`config.mk`:
```
export PLATFORM = sky130hd
export DESIGN_NAME = div_unit
export DESIGN_NICKNAME = d
export VERILOG_FILES = /design/src/rtl/div_unit.sv
export SDC_FILE = /design/constraint.sdc
export NUM_CORES = 1
export LEC_CHECK = 0
export ABC_AREA = 1
export BUFFER_PORTS_ARGS = -buffer_cell sky130_fd_sc_hd__buf_2
export CAP_MARGIN = 20
export CORE_MARGIN = 3
export CORE_UTILIZATION = 40
export CTS_CLUSTER_SIZE = 20
export DETAILED_ROUTE_END_ITERATION = 10
export GPL_ROUTABILITY_DRIVEN = 0
export GPL_TIMING_DRIVEN = 0
export SETUP_SLACK_MARGIN = 0.4
export SYNTH_ARGS = -nofsm -noshare
export SYNTH_HDL_FRONTEND = slang
export SYNTH_SLANG_ARGS = --single-unit
```
`constraint.sdc`:
```
create_clock -name clk -period 4.45 [get_ports clk]
set_input_delay 0.2225 -clock clk [delete_from_list [all_inputs] [get_ports clk]]
set_output_delay 0.2225 -clock clk [all_outputs]
set_load 0.02 [all_outputs]
```
`src/rtl/div_unit.sv`:
```
`timescale 1ns/1ps
`default_nettype none
// +-----------------------------------------------------------------------------+
// | Module : div_unit                                                           |
// | Multi-cycle radix-2 restoring divider (div/divu) that stalls the pipeline.  |
// | Rev    : 1.0  initial release                                               |
// +-----------------------------------------------------------------------------+
module div_unit #(
    parameter int WIDTH = 32
) (
    input  logic               clk,
    input  logic               resetn,
    input  logic               start,
    input  logic               signed_div,
    input  logic [WIDTH-1:0]   opdata1,
    input  logic [WIDTH-1:0]   opdata2,
    input  logic               annul,
    output logic [2*WIDTH-1:0] result,
    output logic               ready,
    output logic               stall_req
);

    localparam int CNT_W = $clog2(WIDTH + 1);

    typedef enum logic [1:0] {
        S_IDLE   = 2'd0,
        S_BYZERO = 2'd1,
        S_ON     = 2'd2,
        S_END    = 2'd3
    } state_t;

    state_t               state_q, state_d;
    logic [CNT_W-1:0]     cnt_q, cnt_d;
    logic [2*WIDTH:0]     sr_q, sr_d;
    logic [WIDTH-1:0]     divisor_q, divisor_d;
    logic                 neg_quo_q, neg_quo_d;
    logic                 neg_rem_q, neg_rem_d;
    logic [2*WIDTH-1:0]   result_q, result_d;

    logic                 a_neg, b_neg;
    logic [WIDTH-1:0]     a_mag, b_mag;
    logic [WIDTH+1:0]     trial;
    logic [2*WIDTH:0]     step;
    logic [WIDTH-1:0]     q_mag, r_mag, q_fix, r_fix;

    // Operand magnitudes; the most negative value maps onto its own unsigned magnitude.
    always_comb begin
        a_neg = signed_div & opdata1[WIDTH-1];
        b_neg = signed_div & opdata2[WIDTH-1];
        a_mag = a_neg ? -opdata1 : opdata1;
        b_mag = b_neg ? -opdata2 : opdata2;
    end

    // sr_q[2W:W-1] is the partial remainder already shifted left by one bit.
    always_comb begin
        trial = sr_q[2*WIDTH:WIDTH-1] - {2'b00, divisor_q};
        if (trial[WIDTH+1]) begin
            step = {sr_q[2*WIDTH-1:0], 1'b0};
        end else begin
            step = {trial[WIDTH:0], sr_q[WIDTH-2:0], 1'b1};
        end
        q_mag = step[WIDTH-1:0];
        r_mag = step[2*WIDTH-1:WIDTH];
        q_fix = neg_quo_q ? -q_mag : q_mag;
        r_fix = neg_rem_q ? -r_mag : r_mag;
    end

    always_comb begin
        state_d   = state_q;
        cnt_d     = cnt_q;
        sr_d      = sr_q;
        divisor_d = divisor_q;
        neg_quo_d = neg_quo_q;
        neg_rem_d = neg_rem_q;
        result_d  = result_q;

        if (annul) begin
            state_d = S_IDLE;
            cnt_d   = '0;
        end else begin
            case (state_q)
                S_IDLE: begin
                    if (start) begin
                        sr_d      = {{(WIDTH+1){1'b0}}, a_mag};
                        divisor_d = b_mag;
                        neg_quo_d = a_neg ^ b_neg;
                        neg_rem_d = a_neg;
                        cnt_d     = '0;
                        state_d   = (opdata2 == '0) ? S_BYZERO : S_ON;
                    end
                end
                S_BYZERO: begin
                    result_d = '0;
                    state_d  = S_END;
                end
                S_ON: begin
                    sr_d  = step;
                    cnt_d = cnt_q + CNT_W'(1);
                    if (cnt_q == CNT_W'(WIDTH - 1)) begin
                        result_d = {r_fix, q_fix};
                        cnt_d    = '0;
                        state_d  = S_END;
                    end
                end
                S_END: begin
                    state_d = S_IDLE;
                end
                default: begin
                    state_d = S_IDLE;
                end
            endcase
        end
    end

    always_ff @(posedge clk or negedge resetn) begin
        if (!resetn) begin
            state_q   <= S_IDLE;
            cnt_q     <= '0;
            sr_q      <= '0;
            divisor_q <= '0;
            neg_quo_q <= 1'b0;
            neg_rem_q <= 1'b0;
            result_q  <= '0;
        end else begin
            state_q   <= state_d;
            cnt_q     <= cnt_d;
            sr_q      <= sr_d;
            divisor_q <= divisor_d;
            neg_quo_q <= neg_quo_d;
            neg_rem_q <= neg_rem_d;
            result_q  <= result_d;
        end
    end

    assign ready     = (state_q == S_END);
    assign stall_req = start & ~ready & ~annul;
    assign result    = result_q;

endmodule
`default_nettype wire
```
Word-level counts from Yosys, hierarchy flattened. Cells that the tools add are included.

Register bits after elaboration: 171. Input bits: 69. Output and inout bits: 66. Word-level logic and storage cells: 56.

Add/sub/neg operators: 6. Eq/ne operators: 8. Muxes and demuxes: 18. Bitwise gates (word level): 7. Reduce and logical (&&, ||, !) cells: 10.

Operators by type and width (number): $mux 65 (2); $pmux 65 s2 (1); $mux 32 (4); $neg 32->32 (4); $pmux 64 s2 (1); $mux 64 (1); $sub 34x32->34 (1); $logic_not 32->1 (1); $mux 6 (3); $pmux 6 s2 (1); $reduce_and 3->1 (3); $mux 2 (4); $pmux 2 s4 (1); $add 6x1->6 const B (1); $eq 6x5->1 const B (1); $ne 3x3->1 const B (2); $and 1x1->1 (4); $eq 2x2->1 const B (2); $ne 2x2->1 const B (2); $reduce_and 2->1 (2); $reduce_bool 2->1 (2); $reduce_bool 3->1 (1); $eq 2x1->1 const B (1); $logic_not 2->1 (1); other kinds (2) (3).

Longest topological paths before layout. Gate-level depths: netlist of run 1.

Word-level depth: 6. Gate-level depth with buffers: 31.

Least setup slack after synthesis of run 1. OpenSTA, ideal clock, no wires.

Path kind: register to register. Start: reg sr_q[46]. End: reg result_q[26] (netlist: result[26]). Setup time: 83 ps. Arrival: 3759 ps. Slack: 608 ps. Cell stages (with the launch flop): 27. Buffers on the path: 2. Period minus slack after synthesis: 3842 ps. Cell sequence: dfrtp_1 -> ha_1 -> nand2_2 -> inv_1 -> a21oi_2 -> a21boi_1 -> nand2_2 -> nand2_4 -> nand3_2 -> nand2_4 -> buf_12 -> buf_6 -> ha_1 -> nand3_1 -> nor3_1 -> nand2_1 -> nor3_1 -> nand3_1 -> inv_1 -> nand4_1 -> o21ai_0 -> inv_1 -> nor2_1 -> a21oi_1 -> nand2_1 -> nand2_1 -> o21ai_0.

Longest elaborated chain between the ends: 6.

Ends and longest elaborated chain: start: declaration (RTL line 34) `logic [2*WIDTH:0] sr_q, sr_d;`; start signal: assignment (RTL line 127) `sr_q <= sr_d;`; $sub 34x32->34 (RTL line 56) `trial = sr_q[2*WIDTH:WIDTH-1] - {2'b00, divisor_q};`; $mux 65 (RTL line 57) `if (trial[WIDTH+1]) begin`; $neg 32->32 (RTL line 64) `q_fix = neg_quo_q ? -q_mag : q_mag;`; $mux 32 (RTL line 64); $mux 64 (RTL line 99) `if (cnt_q == CNT_W'(WIDTH - 1)) begin`; $pmux 64 s2 (RTL line 81) `case (state_q)`; end signal: assignment (RTL line 131) `result_q <= result_d;`; end: declaration (RTL line 38) `logic [2*WIDTH-1:0] result_q, result_d;`.

No other way between the ends. The select of a mux whose other input is x is not followed. A chain may end at the register's enable or synchronous reset.

Final worst setup path of run 1.
Start: reg divisor_q[30]. End: reg result_q[26] (netlist: result[26]).

Longest elaborated chain between the ends: 6.

Ends and longest elaborated chain: start: declaration (RTL line 35) `logic [WIDTH-1:0] divisor_q, divisor_d;`; start signal: assignment (RTL line 128) `divisor_q <= divisor_d;`; $sub 34x32->34 (RTL line 56); $mux 65 (RTL line 57); $neg 32->32 (RTL line 64); $mux 32 (RTL line 64); $mux 64 (RTL line 99); $pmux 64 s2 (RTL line 81).

No other way between the ends. The select of a mux whose other input is x is not followed.

==> flow_metrics.env, run 1 <==
export IMPL_holdPathEnd="divisor_q[31]"
export IMPL_synth_top_area_share_pct=33.3
export IMPL_port_buffers=134
export IMPL_drv_slew=0
export IMPL_layout_commonest_cell="nand2_1"
export IMPL_seq_area_frac_synth_pct=33.3
export IMPL_coreArea_mm2=0.0311
export IMPL_dpl_hpwl_um=34500
export IMPL_avgSynthCellArea_um2=6.72
export IMPL_drc=0
export IMPL_clock_skew_ns=0.0104
export IMPL_routedWlPerCell_um=17.9
export IMPL_clk_latency_ns=0.45
export IMPL_max_slew_margin_pct=38.6
export IMPL_clockBufferDepth=2
export IMPL_synth_warnings=0
export IMPL_synth_cell_types=53
export IMPL_setup_tns_ns=0
export IMPL_vias=13718
export IMPL_power_density_mw_per_mm2=837
export IMPL_finalPower_mw=12.8
export IMPL_clkPwrFrac_pct=11.8
export IMPL_yosys_area_top_type="dfrtp_1"
export IMPL_rows=64
export IMPL_final_cell_mix="537 x nand2_1, 214 x inv_1, 186 x o21ai_0"
export IMPL_grt_usage_pct=25.9
export IMPL_swShare_pct=55.3
export IMPL_regToRegStartpoint="divisor_q[30]"
export IMPL_synth_edf_count=0
export IMPL_drive_above_1_share_pct=17.1
export IMPL_combPwrFrac_pct=68.9
export IMPL_die_h_um=185
export IMPL_ant_nets=0
export IMPL_cp_max_fo=10
export IMPL_r2r_end="result[26]"
export IMPL_power_leakage_nw=7.66
export IMPL_cp_required_ns=4.82
export IMPL_async_flop_share_pct=100
export IMPL_dp_cells=2442
export IMPL_pin_count=135
export IMPL_min_from="opdata2[31]"
export IMPL_syn_num_nets=2022
export IMPL_grt_pass1_vias=12838
export IMPL_dieArea_mm2=0.0343
export IMPL_root_buffer="clkbuf_16"
export IMPL_finalCritPeriodShare_pct=86.9
export IMPL_grt_pass1_wl_um=69600
export IMPL_cts_buffers=17
export IMPL_setup_violations=0
export IMPL_endpoint_kind="register"
export IMPL_drv_cap=0
export IMPL_synth_ff_type="dfrtp_1"
export IMPL_p_int_mw=5.73
export IMPL_yosys_top_cells_area="dfrtp_1 33%, nand2_1 16%, o21ai_0 7.4%"
export IMPL_n_antenna_cell=0
export IMPL_min_path_type="input port to register"
export IMPL_areaGrowthSynthToFinish_pct=19.1
export IMPL_cp_start_kind="register"
export IMPL_viasPerCell=5.49
export IMPL_synthCells=1911
export IMPL_worst_ir_drop_vdd_uv=368
export IMPL_synth_seq_cells=171
export IMPL_post_route_cell_area_mm2=0.0153
export IMPL_arrival_ns=4.24
export IMPL_cp_slowest_cell="dfrtp_1"
export IMPL_clock_sinks=171
export IMPL_initial_core_util_pct=41.2
export IMPL_antenna_found_initial=1
export IMPL_dpl_instance_area_mm2=0.0141
export IMPL_grt_max_degree=89
export IMPL_ff2ff_path_depth=26
export IMPL_cts_tree="done"
export IMPL_final_nets=2200
export IMPL_htreeDepth=4
export IMPL_synthesis_area_mm2=0.0128
export IMPL_max_freq_mhz=259
export IMPL_rsz0062_at_grt="false"
export IMPL_outcome="completed"
export IMPL_routed_wl_um=44800
export IMPL_path_class="register to register"
export IMPL_die_width_um=185
export IMPL_min_period_ns=3.87
export IMPL_tightestPinTransition_ns=0.916
export IMPL_seq_power_share_pct=19.3
export IMPL_drt_iter0_drc=1352
export IMPL_holdPathStages=3
export IMPL_fin_cells=2498
export IMPL_clk_pin_slew_ns=0.08
export IMPL_rrSetupSlack_ns=0.58
export IMPL_first_pass_iters=8
export IMPL_p_sw_mw=7.09
export IMPL_hold_viol=0
export IMPL_grt_ovfl_total=0
export IMPL_cp_slowest_stage_delay_ns=0.40
==> layout make-up <==
cell class	count	area (um2)
plain buffers	63	319
repair buffers	159	891
inverters	236	886
clock buffers	17	425
flip-flops and latches	171	4290
fillers	3156	15800
well taps	396	495
clock inverters	15	144
multi-input cells	1441	7850
==> through the flow <==
stage	utilization, %	worst slack [ns]	hold slack (ns)
after floorplan	-	0.608	-0.0731
after CTS	48.4	0.401	0.0730
after global placement	45.0	-0.417	0.459
final	49.1	0.583	0.0823
after global routing	49.1	0.383	0.0853
after detailed placement	45.1	-0.420	0.279
==> worst max path at each step <==
stage,from,endpoint,cells after the start
final,divisor_q[30],result[26],26
after global routing,divisor_q[2],result[28],30
after CTS,divisor_q[27],result[26],27
after detailed placement,sr_q[51],result[28],24
after global placement,sr_q[51],result[28],24
after floorplan,sr_q[46],result[26],26
==> critical path, delay by kind of cell (launching register included) <==
family	cells	cell delay (ns)
and+or+nand+nor	12	1.42
AOI/OAI and AO/OA	6	0.96
adders and majority gates	2	0.38
buffers and inverters	6	0.60
DFF	1	0.40
==> cell usage after synthesis (7+ instances only) <==
cell type  instances
nand2_1          542
inv_1            233
o21ai_0          189
dfrtp_1          171
nor2_1           157
nand3_1          110
a21oi_1           92
clkbuf_1          41
ha_1              41
xor2_1            39
nand2_2           30
nor3_1            29
o22ai_1           25
nand4_1           24
xnor2_1           24
o211ai_1          19
o21ai_1           16
nor4_1            14
nor2_2            11
buf_1              7
nand3b_1           7
o21bai_1           7
==> cell families (layout without fill, tap and decap cells) <==
group	after synthesis	after routing	synth area share (%)
compound gates	392	392	17.3
flops	171	171	33.3
simple gates	944	944	31.7
buf+inv	299	490	9.31
fa+ha+maj	42	42	4.15
xor+xnor	63	63	4.29
==> flip-flops by register name, indices dropped and copies added (netlist names) <==
| name | flops |
|---|---|
| sr_q | 65 |
| result | 64 |
| divisor_q | 32 |
| cnt_q | 6 |
| state_q | 2 |
| neg_quo_q | 1 |
| neg_rem_q | 1 |
==> per-layer routing <==
layer | up-vias | GRT usage (%) | share of wire (%)
met3 | 81 | 2.93 | 5.5
met1 | 6530 | 34.6 | 44
li1 | 6626 | - | -
met4 | 2 | 9.18 | 3.4
met2 | 479 | 43.7 | 47
met5 | - | 0 | 0.033
==> repair_timing <==
action,4_1_cts,5_1_grt
gates resized for setup,55,44
buffers inserted,8,15
hold buffers,1,0
endpoints found under the hold margin,83,0
pin swaps,10,21
setup endpoints to repair,10,15
==> power by group through the flow <==
stage / Sequential, mW / Combinational, mW / Clock, mW
global placement: 2.42 / 7.89 / 0
global route: 2.52 / 9.80 / 1.58
finish: 2.48 / 8.83 / 1.51
CTS: 2.45 / 8.41 / 1.53
floorplan: 2.29 / 5.88 / 0
detailed placement: 2.43 / 7.96 / 0
No activity file was read; power rests on OpenSTA's default activity.
==> run 2, diff against run 1 <==
==> constraint.sdc (replaced) <==
create_clock -name clk -period 4.45 [get_ports clk]
set_input_delay 0.445 -clock clk [delete_from_list [all_inputs] [get_ports clk]]
set_output_delay 0.445 -clock clk [all_outputs]
set_load 0.02 [all_outputs]
==> run 2 against run 1 <==
  * The run now ends with hold timing left
  * Power hardly changed
  * Sequential power hardly changed
  * Critical path depth stayed put
  * Critical path type unchanged
  * Critical endpoint unchanged
  * Highest routed layer is now met4
==> flow_metrics.env, run 2 (synthesis results as in run 1) <==
export IMPL_vias=13672
export IMPL_drv_cap=0
export IMPL_worst_ir_drop_vdd_uv=370
export IMPL_layout_commonest_cell="nand2_1"
export IMPL_routed_wl_um=44800
export IMPL_ant_nets=0
export IMPL_violations="hold timing"
export IMPL_areaGrowthSynthToFinish_pct=19.1
export IMPL_largest_register_ffs=65
export IMPL_max_freq_mhz=259
export IMPL_grt_usage_pct=25.9
export IMPL_post_route_cell_area_mm2=0.0153
export IMPL_viasPerCell=5.48
export IMPL_antenna_found_initial=1
export IMPL_dpl_instance_area_mm2=0.0141
export IMPL_clk_latency_ns=0.45
export IMPL_final_nets=2199
export IMPL_power_density_mw_per_mm2=838
export IMPL_clockBufferDepth=2
export IMPL_clock_sinks=171
export IMPL_power_leakage_nw=7.65
export IMPL_hold_viol=8
export IMPL_max_slew_margin_pct=35.8
export IMPL_endpoint_kind="register"
export IMPL_largest_register="sr_q"
export IMPL_coreArea_mm2=0.0311
export IMPL_min_period_ns=3.87
export IMPL_clk_pin_slew_ns=0.08
export IMPL_cp_slowest_stage_delay_ns=0.40
export IMPL_root_buffer="clkbuf_16"
export IMPL_n_antenna_cell=0
export IMPL_cp_max_fo=10
export IMPL_final_cell_mix="537 x nand2_1, 214 x inv_1, 186 x o21ai_0"
export IMPL_routedWlPerCell_um=18.0
export IMPL_dieArea_mm2=0.0343
export IMPL_setup_slack_ns=0.584
export IMPL_num_fill_cells=3157
export IMPL_grt_ovfl_total=0
export IMPL_grt_pass1_wl_um=69600
export IMPL_die_width_um=185
export IMPL_holdWs_ns=-0.0196
export IMPL_cp_slowest_cell="dfrtp_1"
export IMPL_outcome="finished with violations"
export IMPL_htreeDepth=4
export IMPL_dpl_hpwl_um=34500
export IMPL_drc=0
export IMPL_path_class="register to register"
export IMPL_drt_iter0_drc=1326
export IMPL_cts_tree="done"
export IMPL_cts_buffers=17
export IMPL_drv_slew=0
export IMPL_drive_above_1_share_pct=17.1
export IMPL_die_h_um=185
export IMPL_cp_required_ns=4.83
export IMPL_pin_count=135
export IMPL_grt_max_degree=89
export IMPL_grt_pass1_vias=12838
export IMPL_arrival_ns=4.24
export IMPL_setup_violations=0
export IMPL_clock_skew_ns=0.0174
export IMPL_rows=64
export IMPL_first_pass_iters=7
export IMPL_dpl_worst_slack_ns=-0.420
export IMPL_tightestPinTransition_ns=0.959
export IMPL_finalCritPeriodShare_pct=86.9
export IMPL_cp_start_kind="register"
export IMPL_setup_tns_ns=0
export IMPL_min_path_type="input port to asynchronous set/reset pin"
export IMPL_port_buffers=134
export IMPL_rsz0062_at_grt="false"
export IMPL_utilization_pct=49.1
export IMPL_initial_core_util_pct=41.2
==> run 2: cell type report <==
class                   count  area, um2  area share, %
repair buffers            158        881           5.76
clock buffers              17        425           2.78
multi-input cells        1441       7850           51.3
well taps                 396        495           3.24
clock inverters            15        144          0.941
flip-flops and latches    171       4290           28.1
inverters                 236        886           5.79
plain buffers              63        319           2.09
==> run 2: worst paths after layout <==
path | startpoint | endpoint | slack [ns] | cells past startpoint
worst max-delay path | divisor_q[30] | result[26] | 0.58 | 26
worst min-delay path | resetn | divisor_q[22] | -0.02 | 1
worst max register to register | divisor_q[30] | result[26] | 0.58 | 26
worst min register to register | result[62] | result[62] | 0.48 | 2
max in group asynchronous | resetn | sr_q[47] | 3.49 | 2
min in group clk | opdata2[31] | divisor_q[31] | 0.30 | 3
==> run 2: worst max-delay path: cells and delay by family (launching register included) <==
family	cells	cell delay [ns]
buf+inv	6	0.59
flops	1	0.40
compound gates	6	0.98
fa+ha+maj	2	0.38
simple gates	12	1.42
==> run 2: power breakdown <==
| group | internal, mW | leakage (nW) | switching [mW] | total [mW] |
|---|---|---|---|---|
| clock network | 0.747 | 0.280 | 0.757 | 1.50 |
| logic | 2.99 | 5.13 | 5.85 | 8.84 |
| registers | 1.99 | 2.25 | 0.491 | 2.48 |
==> run 2: through the flow <==
stage / std cells / power (mW) / hold slack, ns
after floorplan: 1911 / 8.17 / 0.149
after global placement: 2441 / 10.3 / 0.459
after detailed placement: 2442 / 10.4 / 0.460
after CTS: 2482 / 12.4 / 0.0209
after global routing: 2497 / 13.9 / 0.0365
final: 2497 / 12.8 / -0.0196
==> run 2: repair_timing <==
action / 4_1_cts / 5_1_grt
hold buffers: 0 / 0
resized for setup: 55 / 44
setup buffers: 8 / 15
setup endpoints to repair: 10 / 15
gates cloned: 0 / 0
pin swaps: 10 / 21
endpoints found under the hold margin: 0 / 0
==> run 2: metal layers <==
metal  routed length [um]  GRT usage (%)  vias up  part of all wire (%)
li1                     -              -     6627                     -
met1                19700           34.6     6479                    44
met2                21100           43.7      478                    47
met3                 2540           2.95       88                   5.7
met4                 1540           9.18        0                   3.4
met5                    0              0        -                     0
==> run 3, diff against run 2 <==
CTS_BUF_LIST = sky130_fd_sc_hd__clkbuf_4   (was unset)
==> run 3 against run 2 <==
  * The flow now finishes without violations
  * Clock-buffer cell count did not move
  * Critical path depth did not move
  * Register-to-register slack got worse by 0.09 ns
  * Design area fell by 1.6%
  * Routed wire length fell by 0.43%
  * Clock power fell by 37%
  * Setup slack got worse by 0.086 ns
  * Die area did not move
  * Hold slack improved by 0.13 ns
  * First-iteration DRC count fell by 5.4%
==> flow_metrics.env, run 3 (synthesis results as in run 1) <==
export IMPL_outcome="completed"
export IMPL_ant_nets=0
export IMPL_endpoint_kind="register"
export IMPL_cts_tree="done"
export IMPL_tightestPinTransition_ns=0.993
export IMPL_largest_register_ffs=65
export IMPL_dpl_hpwl_um=34500
export IMPL_clock_skew_ns=0.0239
export IMPL_setup_violations=0
export IMPL_power_density_mw_per_mm2=813
export IMPL_setup_tns_ns=0
export IMPL_cpMostUsedCell="nand2_4"
export IMPL_post_route_cell_area_mm2=0.0151
export IMPL_rows=64
export IMPL_areaGrowthSynthToFinish_pct=17.2
export IMPL_clk_latency_ns=0.63
export IMPL_crit_family="simple AND/OR/NAND/NOR gates"
export IMPL_final_cell_mix="538 x nand2_1, 218 x inv_1, 187 x o21ai_0"
export IMPL_grt_usage_pct=25.8
export IMPL_coreArea_mm2=0.0311
export IMPL_drv_cap=0
export IMPL_viasPerCell=5.47
export IMPL_die_h_um=185
export IMPL_power_leakage_nw=7.56
export IMPL_dpl_worst_slack_ns=-0.420
export IMPL_grt_pass1_vias=12830
export IMPL_first_pass_iters=8
export IMPL_min_period_ns=3.95
export IMPL_fin_cells=2508
export IMPL_finalCritPeriodShare_pct=88.8
export IMPL_min_path_type="input port to register"
export IMPL_grt_pass1_wl_um=69200
export IMPL_root_buffer="clkbuf_4"
export IMPL_antenna_found_initial=2
export IMPL_pin_count=135
export IMPL_rsz0062_at_grt="true"
export IMPL_drive_above_1_share_pct=16.9
export IMPL_drt_iter0_drc=1254
export IMPL_final_nets=2204
export IMPL_layout_commonest_cell="nand2_1"
export IMPL_worst_ir_drop_vdd_uv=365
export IMPL_num_fill_cells=3191
export IMPL_max_freq_mhz=253
export IMPL_drc=0
export IMPL_dp_cells=2442
export IMPL_arrival_ns=4.51
export IMPL_clock_sinks=171
export IMPL_hold_viol=0
export IMPL_die_width_um=185
export IMPL_cp_slowest_cell="dfrtp_1"
export IMPL_drv_slew=0
export IMPL_vias=13714
export IMPL_path_class="register to register"
export IMPL_grt_max_degree=89
export IMPL_clockBufferDepth=2
export IMPL_htreeDepth=4
export IMPL_routed_wl_um=44600
export IMPL_routedWlPerCell_um=17.8
export IMPL_clk_pin_slew_ns=0.18
export IMPL_setup_slack_ns=0.498
export IMPL_worst_path_buf_inv=4
export IMPL_port_buffers=134
export IMPL_cts_buffers=17
export IMPL_max_slew_margin_pct=33.5
export IMPL_cp_required_ns=5.01
export IMPL_holdWs_ns=0.108
export IMPL_finalPower_mw=12.2
export IMPL_dpl_instance_area_mm2=0.0141
export IMPL_largest_register="sr_q"
export IMPL_cp_start_kind="register"
export IMPL_cp_slowest_stage_delay_ns=0.49
export IMPL_initial_core_util_pct=41.2
export IMPL_cp_max_fo=10
export IMPL_utilization_pct=48.3
export IMPL_grt_ovfl_total=0
export IMPL_dieArea_mm2=0.0343
==> run 3: cell types whose count changed in the layout (fill, tap and decap cells not counted), sizes merged <==
cell / delta
buf: +4
diode: +6
dlygate4sd3: +1
==> run 3: worst reg2reg max path, stage by stage (launching register included) <==
cell      delay, ns
dfrtp_1        0.49
ha_4           0.32
nand2_1        0.11
o21bai_2       0.27
a21boi_1       0.12
nand2_2        0.11
nand2_4        0.09
nand2_4        0.09
nand2_4        0.08
nand2_4        0.11
buf_12         0.11
buf_12         0.13
ha_4           0.16
nand3_4        0.09
nor3_4         0.16
nand2_2        0.11
nor3_4         0.17
nand3_2        0.11
inv_2          0.10
nand4_1        0.16
o21ai_2        0.20
inv_2          0.06
nor2_1         0.16
a21oi_1        0.11
nand2_1        0.08
nand2_1        0.05
o21ai_0        0.14
==> run 3: report_power, final <==
part,leakage (nW),internal (mW),switching [mW]
clock network,0.149,0.252,0.687
registers,2.25,1.98,0.478
logic,5.15,3.00,5.85
total,7.56,5.23,7.02
==> run 3: area by class of cell <==
type | instances | area [um2] | area share [%]
Antenna cell | 6 | 15.0 | 0.0997
Buffer | 63 | 319 | 2.12
Clock buffer | 17 | 128 | 0.848
Clock inverter | 15 | 144 | 0.956
Inverter | 236 | 886 | 5.88
Multi-Input combinational cell | 1441 | 7860 | 52.2
Sequential cell | 171 | 4290 | 28.5
Tap cell | 396 | 495 | 3.29
Timing Repair Buffer | 163 | 921 | 6.12
==> run 3: path summary, 6_finish.rpt <==
kind | start | end | slack (ns) | depth (start not counted)
worst min register to register | result[62] | result[62] | 0.49 | 2
max in group asynchronous | resetn | result[57] | 3.14 | 3
worst max register to register | sr_q[42] | result[26] | 0.50 | 26
worst min-delay path | opdata2[31] | neg_quo_q | 0.11 | 2
worst max-delay path | sr_q[42] | result[26] | 0.50 | 26
min in group asynchronous | resetn | divisor_q[21] | 0.37 | 2
==> run 3: per-layer routing <==
| metal | vias to the layer above | share of wire [%] | GRT usage [%] |
|---|---|---|---|
| li1 | 6638 | - | - |
| met1 | 6461 | 44 | 34.6 |
| met2 | 517 | 47 | 43.0 |
| met3 | 96 | 6.0 | 2.97 |
| met4 | 2 | 3.8 | 9.48 |
| met5 | - | 0.034 | 0 |
==> run 3: what timing repair did <==
action                                  in CTS  in global routing
resized for setup                           67                 23
hold buffers                                 1                  0
endpoints found under the hold margin       83                  0
buffers inserted                            14                 13
pin swaps                                   13                 18
endpoints found under the setup margin      10                 16
